===== src/rtl/uart_tx_buffered_if.sv =====
// Byte handshake into the UART transmitter.
//   tx_data  : byte to transmit
//   tx_valid : tx_data is valid this cycle
//   tx_ready : transmitter FIFO can accept a byte this cycle
// A byte transfers on a rising clock edge where tx_valid && tx_ready.
interface uart_tx_buffered_if;
    logic [7:0] tx_data;
    logic       tx_valid;
    logic       tx_ready;

    modport master (output tx_data, output tx_valid, input tx_ready);
    modport slave  (input tx_data, input tx_valid, output tx_ready);
endinterface


===== src/rtl/uart_tx_buffered.sv =====
// Buffered 8N1 UART transmitter.
// Bytes arrive over a valid/ready handshake into a small FIFO and are
// serialised LSB-first onto uart_txd (1 start, 8 data, 1 stop, no parity).
// Ports:
//   sys_clk    : system clock, rising edge
//   sys_rst_n  : asynchronous reset, active-low
//   tx_if      : byte handshake (tx_data, tx_valid in; tx_ready out)
//   uart_txd   : serial line, idle high, driven from a flop
//   tx_busy    : a frame is in progress or the FIFO is non-empty
//   fifo_count : current FIFO occupancy
module uart_tx_buffered #(
    parameter int CLK_FREQ   = 50_000_000,
    parameter int UART_BPS   = 115200,
    parameter int FIFO_DEPTH = 4
) (
    input  logic                        sys_clk,
    input  logic                        sys_rst_n,
    uart_tx_buffered_if.slave           tx_if,
    output logic                        uart_txd,
    output logic                        tx_busy,
    output logic [$clog2(FIFO_DEPTH):0] fifo_count
);
    localparam int BPS_CNT = CLK_FREQ / UART_BPS;
    localparam int BW      = (BPS_CNT > 1) ? $clog2(BPS_CNT) : 1;
    localparam int PW      = $clog2(FIFO_DEPTH);
    localparam int CW      = PW + 1;

    localparam logic [BW-1:0] BAUD_LAST = BW'(BPS_CNT - 1);
    localparam logic [CW-1:0] DEPTH_C   = CW'(FIFO_DEPTH);

    typedef enum logic [1:0] {IDLE, START, DATA, STOP} state_t;

    state_t        state;
    logic [BW-1:0] baud_cnt;
    logic [2:0]    bit_idx;
    logic [7:0]    shift;
    logic [7:0]    mem [FIFO_DEPTH];
    logic [PW-1:0] wr_ptr;
    logic [PW-1:0] rd_ptr;
    logic          push;
    logic          pop;
    logic          baud_end;
    logic          fifo_empty;

    assign tx_if.tx_ready = (fifo_count < DEPTH_C);
    assign fifo_empty     = (fifo_count == '0);
    assign baud_end       = (baud_cnt == BAUD_LAST);
    assign push           = tx_if.tx_valid && tx_if.tx_ready;
    assign tx_busy        = (state != IDLE) || !fifo_empty;

    // The FSM consumes a byte either straight from IDLE or at the last
    // cycle of STOP, which chains frames without an idle gap.
    always_comb begin
        pop = 1'b0;
        if (!fifo_empty) begin
            pop = (state == IDLE) || ((state == STOP) && baud_end);
        end
    end

    // Storage needs no reset: the pointers define which entries are live.
    always_ff @(posedge sys_clk) begin
        if (push) begin
            mem[wr_ptr] <= tx_if.tx_data;
        end
    end

    always_ff @(posedge sys_clk or negedge sys_rst_n) begin
        if (!sys_rst_n) begin
            wr_ptr     <= '0;
            rd_ptr     <= '0;
            fifo_count <= '0;
        end else begin
            if (push) begin
                wr_ptr <= wr_ptr + 1'b1;
            end
            if (pop) begin
                rd_ptr <= rd_ptr + 1'b1;
            end
            case ({push, pop})
                2'b10:   fifo_count <= fifo_count + 1'b1;
                2'b01:   fifo_count <= fifo_count - 1'b1;
                default: fifo_count <= fifo_count;
            endcase
        end
    end

    // uart_txd is registered from the current state, so the line lags the
    // state by one cycle; every symbol is still exactly BPS_CNT cycles wide.
    always_ff @(posedge sys_clk or negedge sys_rst_n) begin
        if (!sys_rst_n) begin
            state    <= IDLE;
            baud_cnt <= '0;
            bit_idx  <= '0;
            shift    <= '0;
            uart_txd <= 1'b1;
        end else begin
            baud_cnt <= ((state == IDLE) || baud_end) ? '0 : baud_cnt + 1'b1;
            case (state)
                IDLE: begin
                    uart_txd <= 1'b1;
                    if (pop) begin
                        shift <= mem[rd_ptr];
                        state <= START;
                    end
                end
                START: begin
                    uart_txd <= 1'b0;
                    if (baud_end) begin
                        bit_idx <= '0;
                        state   <= DATA;
                    end
                end
                DATA: begin
                    uart_txd <= shift[bit_idx];
                    if (baud_end) begin
                        if (bit_idx == 3'd7) begin
                            state <= STOP;
                        end else begin
                            bit_idx <= bit_idx + 1'b1;
                        end
                    end
                end
                STOP: begin
                    uart_txd <= 1'b1;
                    if (baud_end) begin
                        if (pop) begin
                            shift <= mem[rd_ptr];
                            state <= START;
                        end else begin
                            state <= IDLE;
                        end
                    end
                end
                default: state <= IDLE;
            endcase
        end
    end
endmodule


===== src/flat_wrapper.sv =====
// flat-port wrapper written by rule: the top's interface ports become plain ports
module uart_tx_buffered_flat 
#(
    parameter int CLK_FREQ   = 50_000_000,
    parameter int UART_BPS   = 115200,
    parameter int FIFO_DEPTH = 4
)
  (sys_clk, sys_rst_n, uart_txd, tx_busy, fifo_count, tx_if_tx_data, tx_if_tx_valid, tx_if_tx_ready);
  uart_tx_buffered_if tx_if_i ();
  input  logic sys_clk;
  input  logic sys_rst_n;
  output logic uart_txd;
  output logic tx_busy;
  output logic [$clog2(FIFO_DEPTH):0] fifo_count;
  input wire logic [$bits(tx_if_i.tx_data)-1:0] tx_if_tx_data;
  input wire logic [$bits(tx_if_i.tx_valid)-1:0] tx_if_tx_valid;
  output wire logic [$bits(tx_if_i.tx_ready)-1:0] tx_if_tx_ready;
  assign tx_if_i.tx_data = tx_if_tx_data;
  assign tx_if_i.tx_valid = tx_if_tx_valid;
  assign tx_if_tx_ready = tx_if_i.tx_ready;
  uart_tx_buffered #(.CLK_FREQ(CLK_FREQ), .UART_BPS(UART_BPS), .FIFO_DEPTH(FIFO_DEPTH)) u_core (.sys_clk(sys_clk), .sys_rst_n(sys_rst_n), .tx_if(tx_if_i), .uart_txd(uart_txd), .tx_busy(tx_busy), .fifo_count(fifo_count));
endmodule

===== config.mk =====
export PLATFORM = sky130hd
export DESIGN_NAME = uart_tx_buffered_flat
export DESIGN_NICKNAME = d
export VERILOG_FILES = /design/src/rtl/uart_tx_buffered_if.sv /design/src/rtl/uart_tx_buffered.sv /design/src/flat_wrapper.sv
export SDC_FILE = /design/constraint.sdc
export NUM_CORES = 1
export LEC_CHECK = 0
export ABC_CLOCK_PERIOD_IN_PS = 5800
export BUFFER_PORTS_ARGS = -buffer_cell sky130_fd_sc_hd__buf_2
export CAP_MARGIN = 20
export CORE_UTILIZATION = 64
export DETAILED_ROUTE_END_ITERATION = 8
export GPL_TIMING_DRIVEN = 0
export PLACE_DENSITY = 0.8
export SLEW_MARGIN = 20
export SYNTH_ARGS = -nofsm -noshare
export SYNTH_HDL_FRONTEND = slang
export SYNTH_SLANG_ARGS = --single-unit

===== constraint.sdc =====
create_clock -name sys_clk -period 5.8 [get_ports sys_clk]
set_input_delay 0.29 -clock sys_clk [delete_from_list [all_inputs] [get_ports sys_clk]]
set_output_delay 0.29 -clock sys_clk [all_outputs]
set_load 0.02 [all_outputs]

==> flow_metrics.py <==
metrics = {
    "pwr": {
        "p_per_area_nw_per_um2": 507,
        "leakage_nw": 1.25,
        "ir_worst_vdd_uv": 281,
    },
    "hold_path": {
        "worstHoldPathType": "in -> async",
    },
    "worst_setup_path": {
        "path_max_fanout": 5,
        "crit_chain": "inv_1 > ha_1 > nand4b_1 > nor3_1 > o21a_1 > ha_1 > inv_1 > fa_1 > xor2_1 > nor2_1 > xnor2_1",
        "crit_type": "reg -> reg",
        "critical_path_arrival_ps": 2690,
        "crit_family": "adder cells",
        "cp.required_ps": 6060,
        "start_kind": "register",
        "crit_start": "u_core.baud_cnt[1]",
        "cp_num_buf_inv": 2,
        "r2r-start": "u_core.baud_cnt[1]",
        "cpPeakStageDelay_ps": 420,
        "crit_slowest_cell": "dfrtp_1",
        "end_kind": "register",
    },
    "routing": {
        "first_pass_iters": 4,
        "remaining_drc_errors": 0,
        "ant_nets": 0,
        "routed_via_density": 5.82,
        "wl_um": 4670,
        "vias": 1584,
        "drtIter0Drc": 82,
        "drt-wirelength-per-cell_um": 17.2,
    },
    "synthesis": {
        "synth_seq_area_share": 0.609,
        "synthArstFlopShare": 0.484,
        "yosysTopAreaCellShare": 0.341,
        "yosysWarnings": 0,
        "syn_area_per_cell_um2": 14.8,
        "synthFlopType": "edfxtp_1",
        "synthTopCellsByArea": "edfxtp_1, dfrtp_1, mux4_2, ha_1, mux2_2",
        "ys_types": 35,
        "synth_area_leader_cell": "edfxtp_1",
        "synth_nets": 217,
        "ys_ff_latch": 62,
        "synth_area_um2": 2810,
        "syn-instance-count": 190,
        "synth_edf_count": 32,
    },
    "sta": {
        "finalSetupViolCount": 0,
        "fin_worst_skew_ps": 6.82,
        "worstMarginPinSlew_ps": 788,
        "tns_ps": 0,
        "timing.final.max_slew_violations": 0,
        "rsz0062_at_grt": "no",
        "max-slew-margin-rel": 0.474,
        "fmax_mhz": 412,
        "finalHoldViolCount": 29,
        "fin_crit_ps": 2430,
        "finalCritPeriodShare": 0.419,
        "hold-worst-slack_ps": -15.2,
    },
    "floorplan": {
        "initial_utilization": 0.684,
        "coreArea_um2": 4120,
        "die_w_um": 68.3,
        "dieArea_um2": 4670,
        "die_h_um": 68.3,
        "rows": 23,
        "ios": 17,
    },
    "cts": {
        "cts_root_buf": "clkbuf_8",
        "cts_hold_buf": 0,
        "cts.sinks": 62,
        "cts_resized": 0,
        "postCtsSetupRepairBufs": 0,
        "clk_path_buf_depth": 2,
        "insertion_delay_ps": 330,
        "cts.reportedPaths.clkPinSlew_ps": 70,
        "h-tree-depth": 3,
        "cts_made_buffers": 9,
        "cts_tree": "done",
    },
    "global_route": {
        "antenna_found_initial": 0,
        "grt_pass1_wl_um": 7470,
        "overflow": 0,
        "grtUsageTotal": 0.241,
        "grt_pass1_vias": 1608,
        "grt_max_degree": 31,
    },
    "placed_design": {
        "place_congestion": 0.759,
        "io_buffers": 16,
        "place_hpwl_um": 3240,
    },
    "outcome": {
        "violations": "hold timing",
        "outcome": "finished with violations",
    },
    "final_layout": {
        "area_delta_synth_final_pct": 12.7,
        "n_fill_cell": 245,
        "seqCellArea_um2": 1710,
        "fin_nets": 244,
        "multiInputGateArea_um2": 1040,
        "fin_util": 0.770,
        "diodes": 0,
        "layout-drive-gt1-share": 0.230,
    },
    "run": {
        "maxCapViolations": 0,
    },
}
## flip-flops by register name, summed over array words and instances (netlist names)
name / flops
u_core.baud_cnt: 9
u_core.bit_idx: 3
u_core.fifo_count: 3
u_core.mem: 32
u_core.rd_ptr: 2
u_core.shift: 8
u_core.state: 2
u_core.uart_txd: 1
u_core.wr_ptr: 2
## layer usage
metal / share of wire / track usage / vias up
met5: 0 / 0 / -
met4: 0.0090 / 0.109 / 0
met3: 0.031 / 0.0750 / 6
met2: 0.53 / 0.404 / 28
met1: 0.43 / 0.283 / 795
li1: - / - / 755
## layout make-up
class | count | area share
plain buffers | 3 | 0.00355
clock buffers | 11 | 0.0446
clock inverters | 5 | 0.0229
inverters | 14 | 0.0166
multi-input cells | 111 | 0.327
flip-flops and latches | 62 | 0.540
well taps | 50 | 0.0197
repair buffers | 16 | 0.0253
## kinds of logic after synthesis
group / Yosys count / synth area share
compound gates: 23 / 0.0636
simple gates: 41 / 0.0818
flops: 62 / 0.609
fa+ha+maj: 16 / 0.0738
mux: 20 / 0.115
xor+xnor: 11 / 0.0342
buf+inv: 17 / 0.0227
## power by group
| group | leakage, nW | internal, W | switching [W] |
|---|---|---|---|
| Clock | 0.108 | 0.000250 | 0.000158 |
| Combinational | 0.478 | 0.000252 | 0.000298 |
| Sequential | 0.665 | 0.000583 | 0.0000660 |
## cell usage in the layout (no fill, tap or decap), types with 2 or more instances in the layout
cell type | Yosys | routed
clkbuf_1 | 1 | 2
bufinv_16 | 0 | 2
o21ai_0 | 5 | 5
o21bai_1 | 2 | 2
xor2_1 | 3 | 3
buf_1 | 2 | 2
nor2_1 | 10 | 10
and2_1 | 5 | 5
xnor2_1 | 8 | 8
ha_1 | 15 | 15
a21oi_1 | 4 | 4
nand3_1 | 8 | 8
nor2b_1 | 3 | 3
clkbuf_8 | 0 | 10
mux2_2 | 9 | 9
mux2i_1 | 2 | 2
inv_1 | 14 | 14
edfxtp_1 | 32 | 32
buf_2 | 0 | 16
a22o_1 | 5 | 5
dfrtp_1 | 29 | 29
nand2_1 | 5 | 5
or3_1 | 2 | 2
clkinv_1 | 0 | 2
mux4_2 | 9 | 9
nor3_1 | 4 | 4
## path summary, 6_finish.rpt
path,end,slack [ps],depth (start not counted)
setup / recovery,u_core.fifo_count[2],3370,11
hold / removal,u_core.baud_cnt[6],-20,1
setup reg to reg,u_core.fifo_count[2],3370,11
hold reg to reg,u_core.shift[2],510,1
max in group asynchronous,u_core.shift[1],5380,1
min in group sys_clk,u_core.mem[0][3],170,1
## through the flow
stage	hold slack (ps)	instance area, µm²	worst slack (ps)	std cells	power (W)
after floorplan	-5.59	2810	3650	190	0.00107
after global placement	337	2960	3470	256	0.00117
after detailed placement	362	2960	3410	256	0.00121
after CTS	5.43	3170	3380	272	0.00162
after global routing	31.2	3170	3180	272	0.00171
final	-15.2	3170	3370	272	0.00161
## synth_stat cells (all sizes together), types with 3 or more instances
| library cell | count |
|---|---|
| xnor2 | 8 |
| mux4 | 9 |
| nor2b | 3 |
| a22o | 5 |
| inv | 14 |
| xor2 | 3 |
| nor3 | 4 |
| and2 | 5 |
| a21oi | 4 |
| dfrtp | 29 |
| nand3 | 8 |
| nor2 | 10 |
| mux2 | 9 |
| edfxtp | 32 |
| o21ai | 5 |
| nand2 | 5 |
| ha | 15 |
Note: power is estimated with default switching activity, not from simulation.
